`src/rtl/pwm_generator_pkg.sv`:
```
// Shared constants for the PWM generator: default width, idle level and the
// period encoding that stops the generator.
package pwm_generator_pkg;

    localparam int unsigned PwmDefaultWidth     = 8;
    localparam logic        PwmDefaultIdleLevel = 1'b0;
    // A configured period of zero means "stop at the next boundary".
    localparam int unsigned PwmStop             = 0;

endpackage

```
`src/rtl/pwm_cfg_buffer.sv`:
```
// One-entry valid/ready holding register for a period/duty pair. A pair is
// accepted only while the slot is empty and stays put until consumed.
module pwm_cfg_buffer #(
    parameter int unsigned WIDTH = 8
) (
    input  logic             clk,
    input  logic             rst,
    input  logic             cfg_valid,
    input  logic [WIDTH-1:0] cfg_period,
    input  logic [WIDTH-1:0] cfg_duty,
    input  logic             consume,
    output logic             cfg_ready,
    output logic             pend_valid,
    output logic [WIDTH-1:0] pend_period,
    output logic [WIDTH-1:0] pend_duty
);

    logic             pend_valid_q;
    logic [WIDTH-1:0] pend_period_q;
    logic [WIDTH-1:0] pend_duty_q;
    logic             load;

    // Load and consume are mutually exclusive: load needs an empty slot,
    // consume needs a full one.
    assign load = cfg_valid && !pend_valid_q;

    always_ff @(posedge clk) begin
        if (rst) begin
            pend_valid_q  <= 1'b0;
            pend_period_q <= '0;
            pend_duty_q   <= '0;
        end else if (load) begin
            pend_valid_q  <= 1'b1;
            pend_period_q <= cfg_period;
            pend_duty_q   <= cfg_duty;
        end else if (consume) begin
            pend_valid_q  <= 1'b0;
        end
    end

    assign cfg_ready   = !pend_valid_q;
    assign pend_valid  = pend_valid_q;
    assign pend_period = pend_period_q;
    assign pend_duty   = pend_duty_q;

`ifdef FORMAL
    ap_no_overwrite: assert property (@(posedge clk) disable iff (rst)
        pend_valid_q && !consume |=> pend_valid_q
            && pend_period_q == $past(pend_period_q)
            && pend_duty_q == $past(pend_duty_q));
`endif

endmodule

```
`src/rtl/pwm_generator.sv`:
```
// Single-channel PWM: tick-driven period counter, registered duty compare and
// an IDLE/RUN bit; new settings are applied only on a period boundary.
module pwm_generator
    import pwm_generator_pkg::*;
#(
    parameter int unsigned WIDTH      = PwmDefaultWidth,
    parameter logic        IDLE_LEVEL = PwmDefaultIdleLevel
) (
    input  logic             clk,
    input  logic             rst,
    input  logic             tick,
    input  logic             cfg_valid,
    output logic             cfg_ready,
    input  logic [WIDTH-1:0] cfg_period,
    input  logic [WIDTH-1:0] cfg_duty,
    output logic             pwm,
    output logic             period_end,
    output logic             active
);

    localparam logic [WIDTH-1:0] StopPeriod = WIDTH'(PwmStop);

    logic [WIDTH-1:0] cnt_q, cnt_d;
    logic [WIDTH-1:0] cur_period_q, cur_period_d;
    logic [WIDTH-1:0] cur_duty_q, cur_duty_d;
    logic             active_q, active_d;
    logic             pwm_q, pwm_d;
    logic             period_end_q, period_end_d;

    logic             consume;
    logic             pend_valid;
    logic [WIDTH-1:0] pend_period;
    logic [WIDTH-1:0] pend_duty;
    logic [WIDTH-1:0] last_cnt;

    pwm_cfg_buffer #(
        .WIDTH (WIDTH)
    ) u_cfg_buffer (
        .clk         (clk),
        .rst         (rst),
        .cfg_valid   (cfg_valid),
        .cfg_period  (cfg_period),
        .cfg_duty    (cfg_duty),
        .consume     (consume),
        .cfg_ready   (cfg_ready),
        .pend_valid  (pend_valid),
        .pend_period (pend_period),
        .pend_duty   (pend_duty)
    );

    // Only used while running, where the period is never zero.
    assign last_cnt = cur_period_q - WIDTH'(1);

    always_comb begin
        cnt_d        = cnt_q;
        cur_period_d = cur_period_q;
        cur_duty_d   = cur_duty_q;
        active_d     = active_q;
        period_end_d = 1'b0;
        consume      = 1'b0;

        if (!active_q) begin
            cnt_d = '0;
            if (pend_valid) begin
                consume = 1'b1;
                if (pend_period != StopPeriod) begin
                    active_d     = 1'b1;
                    cur_period_d = pend_period;
                    cur_duty_d   = pend_duty;
                end
            end
        end else if (tick) begin
            if (cnt_q == last_cnt) begin
                cnt_d        = '0;
                period_end_d = 1'b1;
                if (pend_valid) begin
                    consume      = 1'b1;
                    cur_period_d = pend_period;
                    cur_duty_d   = pend_duty;
                    if (pend_period == StopPeriod) begin
                        active_d = 1'b0;
                    end
                end
            end else begin
                cnt_d = cnt_q + WIDTH'(1);
            end
        end

        // Compare on next-state values so the first cycle of a new setting
        // already reflects the new duty.
        pwm_d = active_d ? (cnt_d < cur_duty_d) : IDLE_LEVEL;
    end

    always_ff @(posedge clk) begin
        if (rst) begin
            cnt_q        <= '0;
            cur_period_q <= '0;
            cur_duty_q   <= '0;
            active_q     <= 1'b0;
            pwm_q        <= IDLE_LEVEL;
            period_end_q <= 1'b0;
        end else begin
            cnt_q        <= cnt_d;
            cur_period_q <= cur_period_d;
            cur_duty_q   <= cur_duty_d;
            active_q     <= active_d;
            pwm_q        <= pwm_d;
            period_end_q <= period_end_d;
        end
    end

    assign pwm        = pwm_q;
    assign period_end = period_end_q;
    assign active     = active_q;

`ifdef FORMAL
    ap_end_from_tick: assert property (@(posedge clk) disable iff (rst)
        period_end |-> $past(tick && active_q));
    ap_cnt_in_range: assert property (@(posedge clk) disable iff (rst)
        active_q |-> cnt_q < cur_period_q);
`endif

endmodule
```
`config.mk`:
```
export PLATFORM = sky130hd
export DESIGN_NAME = pwm_generator
export DESIGN_NICKNAME = d
export VERILOG_FILES = /design/src/rtl/pwm_generator_pkg.sv /design/src/rtl/pwm_cfg_buffer.sv /design/src/rtl/pwm_generator.sv
export SDC_FILE = /design/constraint.sdc
export NUM_CORES = 1
export LEC_CHECK = 0
export ABC_CLOCK_PERIOD_IN_PS = 3040
export BUFFER_PORTS_ARGS = -buffer_cell sky130_fd_sc_hd__buf_2
export CORE_MARGIN = 10
export CORE_UTILIZATION = 53
export DETAILED_ROUTE_END_ITERATION = 16
export PLACE_DENSITY = 0.86
export SKIP_CTS_REPAIR_TIMING = 1
export SYNTH_ARGS = -nofsm -noshare
export SYNTH_HDL_FRONTEND = slang
export SYNTH_HIERARCHICAL = 1
export SYNTH_SLANG_ARGS = --single-unit
```
`constraint.sdc`:
```
create_clock -name clk -period 3.04 [get_ports clk]
set_input_delay 0.152 -clock clk [delete_from_list [all_inputs] [get_ports clk]]
set_output_delay 0.152 -clock clk [all_outputs]
set_load 0.02 [all_outputs]
```
Word-level counts from Yosys, hierarchy flattened

Cells that the tools add are included.

Bitwise operators: 3
Muxes and demuxes: 29
Order comparisons: 1
Equality and inequality tests: 4
Add/sub/neg operators: 2
Reduce and logical (&&, ||, !) cells: 10

Operators by type and width:

| kind                                                  | number |
|---|---|
| 2-to-1 mux 8 bit                                      | 15 |
| 2-to-1 mux 1 bit                                      | 14 |
| adder 8 x 1 -> 8 bit, second input constant           | 1 |
| == test 8 bit                                         | 1 |
| zero test 8 bit                                       | 1 |
| < comparator 8 bit                                    | 1 |
| nonzero test 8 bit                                    | 1 |
| subtractor 8 x 1 -> 8 bit, second input constant      | 1 |
| nonzero test 2 bit                                    | 3 |
| AND reduction 5 bit                                   | 1 |
| inequality test 2 x 1 -> 1 bit, second input constant | 2 |
| NOT 1 bit                                             | 3 |
| OR reduction 3 bit                                    | 1 |
| inequality test 2 bit, second input constant          | 1 |
| OR reduction 2 bit                                    | 1 |
| logical AND 1 bit                                     | 1 |
| zero test 1 bit                                       | 1 |

Logic and storage cells: 58
Output and inout port bits: 4
Input port bits: 20
Bits in registers: 44

Logic depth before layout (Yosys ltp)

Gate-level depths: netlist of run 1.

Depth after elaboration: 8
Mapped depth: 16
Depth with buffers taken out: 15

Modules after synthesis

The synthesis of run 1 kept the hierarchy.

Modules (own cells, without submodules):

| module         | sequential area each (µm²) | area each (µm²) | cells an instance | instances |
|---|---|---|---|---|
| pwm_generator  | 540.5                      | 1,781.7         | 219               | 1 |
| pwm_cfg_buffer | 340.3                      | 818.3           | 76                | 1 |

Least setup slack after synthesis of run 1

Ideal clock, no wire load.

Path type: reg-to-reg
From: register cur_period_q[0]
To: register pwm_q (netlist: pwm)
Setup slack: -198 ps
Setup time: 78 ps
Period minus slack after synthesis: 3,238 ps
Stages on the path, launching flop included: 17
Data required time: 2,962 ps
Data arrival time: 3,160 ps
Cell sequence: dfxtp_1 -> inv_1 -> ha_1 -> and2_1 -> o21a_1 -> o31a_1 -> a2111oi_4 -> buf_4 -> a31o_1 -> a31oi_1 -> ha_1 -> a21oi_1 -> nor2b_1 -> o21ai_0 -> nand2_1 -> a211o_1 -> nor3_1

Word-level cells in the longest chain between the ends: 7

RTL lines:

| what                                                                       | RTL line             | text |
|---|---|---|
| from (decl)                                                                | pwm_generator.sv:24  | `logic [WIDTH-1:0] cur_period_q, cur_period_d;` |
| from (signal assigned)                                                     | pwm_generator.sv:104 | `cur_period_q <= cur_period_d;` |
| subtractor 8 x 1 -> 8 bit *                                                | pwm_generator.sv:52  | `assign last_cnt = cur_period_q - WIDTH'(1);` |
| == test 8 bit *                                                            | pwm_generator.sv:73  | `if (cnt_q == last_cnt) begin` |
| parallel branches: the longest is 5 deep, another holds < comparator 8 bit | -                    |  |
| to (signal assigned)                                                       | pwm_generator.sv:107 | `pwm_q <= pwm_d;` |
| to (decl)                                                                  | pwm_generator.sv:27  | `logic pwm_q, pwm_d;` |

Every way passes the cells marked *.
A chain may end at the register's enable or synchronous reset.

Final worst setup path of run 1

From: register cur_period_q[3]
To: register pwm_q (netlist: pwm)

The elaborated chain is that of the path after synthesis.

==> impl_results.md, run 1 <==
- Outcome: finished with violations
- Failing checks: negative setup slack
- Critical Path AT: about 3.3 ns
- Clock share of power: 28.1%
- PwrDens: 370 mW/mm²
- Power Internal: 870 µW
- DRT Pass-1 Iters: 5
- Root Buffer: clkbuf_8
- CTS clk-pin slew, worst paths: ~0.08 ns
- Switching pwr: roughly 350 µW
- Netlist cell types: 53
- CP Max Fanout: 9
- # rows: 25
- Part of the cycle the worst path needs: 103%
- Most frequent cell after synthesis: dfxtp_1
- Area growth syn-to-layout: 27.0%
- Synth Register Bits: 44
- Post-DP HPWL: 4.80 mm
- Post-route insts no fill: 415
- Syn avg cell area: 8.81 µm²
- Synth top area share: 33.9%
- H-tree depth: 2
- GPL Wtd Cong: slightly above 0.9
- Die Span X: 90.0 µm
- Most frequent cells after synthesis: dfxtp_1, nor2_1, nand2b_1
- DRC viols: 0
- Setup slack after layout: -0.0890 ns
- I/O Pins: 24
- CTS tree: done
- Unrepaired setup endpoints after global routing: true
- Mapped Area: 0.00260 mm²
- Setup Viol. Count Final: 1
- Layout net count: 377
- Clk buf depth: 2
- Final Skew: 0.00628 ns
- Mapped Cells: 295
- Via Count: 2,426
- Initial antenna violation count: 0
- Cts bufs inserted: 5
- LEAKAGE: 1.24 nW
- F_max: 320 MHz
- Core Box Area: about 0.0048 mm²
- First-pass GRT wire length: 10.8 mm
- Yosys warnings: 6
- Cell count after placement: roughly 400
- Max-Cap Viols: 0
- Area of the die: 0.00811 mm²
- Largest net degree at the start of global routing: 59
- Util after Layout: between 60 and 70%
- Top_reg_cell synth: dfxtp_1
- Hold_ws: 0.125 ns
- Switching part of the total: 28.8%
- Vias in the first global route: 2,357
- Vias/cell: 5.85
- Hold Crit Class: in -> reg
- Register area share after synthesis: around 34%
- Synth area leader: dfxtp_1
- DRT Wirelength: 6.86 mm
- DRT iter0 DRCs: 293
- Final setup TNS: -0.0890 ns
- Area contributors post-synth: dfxtp_1, nand4bb_1, nand2b_1, ha_1, nor2_1
- Max transition margin: between 40% and 50%
- Die height: 90.0 µm
- Share of flip-flops with an asynchronous set or reset: 0%
- Post-layout min period: 3.13 ns
- CP startpoint kind: register
- DR WL/cell: 16.5 µm
- Total track usage: 15.4%
- Remaining antenna violation count: 0
- Sequential share of power: slightly above 50%
- Share of cells above drive strength 1: 35.6%
- Port bufs: 23
- VDD IR-drop max: approximately 0.30 mV
- Setup crit end kind: register
- Ant. Diodes: 0
- Crit Path Category: reg -> reg
- Total gr overflow: 0
- Post-Syn Nets: 324
- Fin. max-slew vios: 0
- Hold Vio Cnt, Final: 0
- EDFF count, synth: 0
- Initial Util: 54.7%
- Clock sink count: 44
- CP required: ~3.2 ns
- Worst Max-Slew Pin Slew: 0.831 ns
- Combinational power share: between 20% and 30%
- Skew-Pair Late Insertion Delay: 0.30 ns
==> placed cells by master, fill, tap and decap left out, types with 5 or more instances in the layout <==
cell and instances:
and2_1 9, nand4_1 5, clkbuf_8 5, nand2_1 15, buf_2 24, a31oi_4 6, inv_1 8, o21ai_0 6
buf_4 38, nand2b_1 20, nor2_1 23, a31o_2 5, a21oi_1 7, xor2_1 9, o21ai_2 10, nand3_1 16
a31oi_1 8, nand4bb_1 16, nor3_1 6, dfxtp_1 38
==> per-layer routing <==
metal  GRT usage (%)  part of all wire, %
met1            18.8                   44
met2            25.7                   49
met3            3.41                  4.9
met4            5.57                  1.5
met5               0                    0
==> layout make-up <==
class	count	area, µm²
clock inverters	1	5.00
multi-input cells	224	1780
clock buffers	6	72.6
fillers	384	1450
well taps	67	83.8
repair buffers	64	432
inverters	9	33.8
flip-flops and latches	44	893
==> per-stage QoR <==
| stage | power (mW) | area [µm²] | setup slack (ns) |
|---|---|---|---|
| finish | 1.22 | 3300 | -0.0890 |
| global route | 1.27 | 3300 | -0.209 |
| CTS | 1.20 | 3040 | -0.146 |
| detailed placement | 0.861 | 2970 | -0.117 |
| global placement | 0.853 | 2970 | -0.0448 |
| floorplan | 0.781 | 2620 | 0.00578 |
==> worst max-delay path: stages, from the launching register on <==
cell       delay (ns)
dfxtp_4          0.37
nor3_4           0.27
nand2_2          0.09
o311a_1          0.34
a2111oi_4        0.43
buf_4            0.21
nand2_8          0.10
buf_8            0.19
a31oi_4          0.22
ha_4             0.15
inv_1            0.05
nor4_2           0.15
o21ai_1          0.13
a211oi_2         0.26
nor3_2           0.06
==> power by group through the flow <==
stage / Combinational [mW] / Sequential (mW) / Clock (mW)
finish: 0.251 / 0.627 / 0.343
global route: 0.273 / 0.630 / 0.371
CTS: 0.225 / 0.624 / 0.350
detailed placement: 0.223 / 0.637 / 0
global placement: 0.218 / 0.636 / 0
floorplan: 0.150 / 0.631 / 0
==> worst paths after layout <==
| kind | from | endpoint | slack [ns] | cells past startpoint |
|---|---|---|---|---|
| setup reg to reg | cur_period_q[3] | pwm | -0.09 | 14 |
| hold reg to reg | u_cfg_buffer/pend_duty[3] | u_cfg_buffer/pend_duty[3] | 0.49 | 2 |
| setup / recovery | cur_period_q[3] | pwm | -0.09 | 14 |
| hold / removal | cfg_period[4] | u_cfg_buffer/pend_period[4] | 0.12 | 3 |
==> state kept, by name, summed over array words and instances (netlist names), 8 cells and up <==
register                  flops
cur_duty_q                    8
cnt_q                         8
u_cfg_buffer/pend_period      8
cur_period_q                  8
u_cfg_buffer/pend_duty        8
==> cell families after synthesis <==
group,after synthesis,synth area share (%)
AOI/OAI and AO/OA,64,19.5
xor gates and xnor gates,13,4.38
muxes,1,0.385
adders and majority gates,9,4.33
and+or+nand+nor,137,32.1
buffers and inverters,27,5.39
DFF,44,33.9
Note: power is estimated with default switching activity, not from simulation.
==> run 2, diff against run 1 <==
--- a/config.mk
+++ b/config.mk
@@ -11,6 +11,7 @@
 export CORE_UTILIZATION = 53
 export DETAILED_ROUTE_END_ITERATION = 16
 export PLACE_DENSITY = 0.86
+export SETUP_SLACK_MARGIN = 0.5
 export SKIP_CTS_REPAIR_TIMING = 1
 export SYNTH_ARGS = -nofsm -noshare
 export SYNTH_HDL_FRONTEND = slang
==> impl_results.md, run 2 (same netlist as run 1, synthesis figures left out) <==
- H-tree depth: 2
- Via Count: around 2,300
- Critical R2R Launch: cur_period_q[1]
- Largest net degree at the start of global routing: just under 60
- DR WL/cell: 15.3 µm
- Remaining antenna violation count: 0
- Die height: 90.0 µm
- VDD IR-drop max: about 0.27 mV
- Setup crit end kind: register
- First-pass GRT wire length: 10.2 mm
- Total gr overflow: 0
- Max transition margin: 43.8%
- Cell count after placement: 388
- Hold Crit Class: in -> reg
- Unrepaired setup endpoints after global routing: true
- Commonest non-fill, non-tap cell in the layout: dfxtp_1
- PwrDens: roughly 430 mW/mm²
- CTS clk-pin slew, worst paths: 0.08 ns
- Setup slack after layout: -0.0576 ns
- Post-layout min period: 3.10 ns
- Critical path launch point: cur_period_q[1]
- Critical path buffer and inverter count: 2
- Area of the die: 0.00811 mm²
- Post-route insts no fill: just under 400
- CTS tree: done
- Setup Viol. Count Final: 1
- Crit-path max cell delay: 0.35 ns
- LEAKAGE: 1.13 nW
- Outcome: finished with violations
- Total track usage: between 10% and 20%
- DRC viols: 0
- Initial antenna violation count: 0
- Failing checks: negative setup slack
- Area growth syn-to-layout: 15.2%
- Skew-Pair Late Insertion Delay: 0.30 ns
- DRT iter0 DRCs: 189
- FF-to-FF End: pwm
- DP Area: 0.00288 mm²
- Share of cells above drive strength 1: 25.5%
- R2R Setup Slk: -0.06 ns
- CP Max Fanout: 14
- Die Span X: around 90 µm
- F_max: 323 MHz
- Core Box Area: roughly 0.0048 mm²
- Initial Util: 54.7%
- Cts bufs inserted: 5
- Crit path max-delay family: compound AO/OA/AOI/OAI gates
- Critical Path AT: 3.32 ns
- Port bufs: 23
- Layout net count: 357
- Fin. max-slew vios: 0
- DRT Pass-1 Iters: 4
- CP max-delay cell: dfxtp_2
- Max-Cap Viols: 0
- GPL Wtd Cong: 0.890
- # rows: 25
- Fin area: 0.00299 mm²
- Commonest cells after routing, fill and taps aside: dfxtp_1, nor2_1, buf_2
- Root Buffer: clkbuf_8
- Cells on worst reg2reg path: 16
- Final Skew: 0.00383 ns
- Crit Path Category: reg -> reg
- Clk buf depth: 2
- CP required: roughly 3.3 ns
- Util after Layout: a little over three fifths
- Crit-path cells: inv_1 -> ha_4 -> and2_4 -> o21a_1 -> o31a_1 -> a2111oi_4 -> buf_6 -> a31o_1 -> a31oi_1 -> ha_1 -> a21oi_1 -> nor2b_1 -> o21ai_1 -> nand2_1 -> a211o_1 -> nor3_1
- Worst Max-Slew Pin Slew: 0.843 ns
- Part of the cycle the worst path needs: 102%
- Worst setup path endpoint: pwm
- Crit path depth: 16
- Hold_ws: 0.121 ns
- Vias in the first global route: roughly 2,200
- DRT Wirelength: 6.05 mm
- Vias/cell: 5.75
- Post-DP HPWL: 4.42 mm
- CP startpoint kind: register
- I/O Pins: 24
- Ant. Diodes: 0
- Hold Vio Cnt, Final: 0
- Clock sink count: 44
-- run 2: changes by cell type in the layout (fill, tap and decap cells not counted), sizes merged --
| cell | previous run | this run |
|---|---|---|
| bufinv | 0 | 1 |
| buf | 64 | 44 |
-- run 2: area by class of cell --
cell class	instances	area (µm²)
timing repair buffer	44	277
multi-input combinational	224	1610
clock buffer	6	72.6
sequential	44	887
inverter	9	33.8
tap	67	83.8
fill	398	1760
clock inverter	2	35.0
-- run 2: worst min path at each step --
stage | start | endpoint | slack [ns] | cells after the start
2_1_floorplan | cfg_valid | u_cfg_buffer/pend_duty[0] | 0.32 | 2
3_3_place_gp | cfg_period[6] | u_cfg_buffer/pend_period[6] | 0.42 | 3
3_5_place_dp | cfg_period[6] | u_cfg_buffer/pend_period[6] | 0.42 | 3
4_1_cts | cfg_period[6] | u_cfg_buffer/pend_period[6] | 0.12 | 3
5_1_grt | cfg_period[1] | u_cfg_buffer/pend_period[1] | 0.13 | 3
6_report | cfg_period[5] | u_cfg_buffer/pend_period[5] | 0.12 | 3
-- run 2: routing by layer --
metal	part of all wire [%]	track usage, %
met1	46	17.7
met2	47	24.6
met3	4.4	3.24
met4	2.2	5.70
met5	0	0
-- run 2: where the power goes --
group | switching, mW | internal [mW] | total [mW]
sequential | 0.0201 | 0.599 | 0.619
combinational | 0.125 | 0.0932 | 0.219
clock | 0.192 | 0.244 | 0.435
total | 0.337 | 0.936 | 1.27
-- run 2: per-stage QoR --
stage / total power [mW] / setup WS (ns) / TNS [ns]
finish: 1.27 / -0.0576 / -0.0576
global route: 1.33 / -0.244 / -0.244
CTS: 1.28 / -0.0809 / -0.0809
detailed placement: 0.848 / -0.0417 / -0.0417
global placement: 0.841 / 0.00863 / 0
floorplan: 0.782 / 0.129 / 0
-- run 2: worst min-delay path: stages --
cell and delay (ns):
buf_2 0.08, nand4bb_1 0.09, o21ai_0 0.07
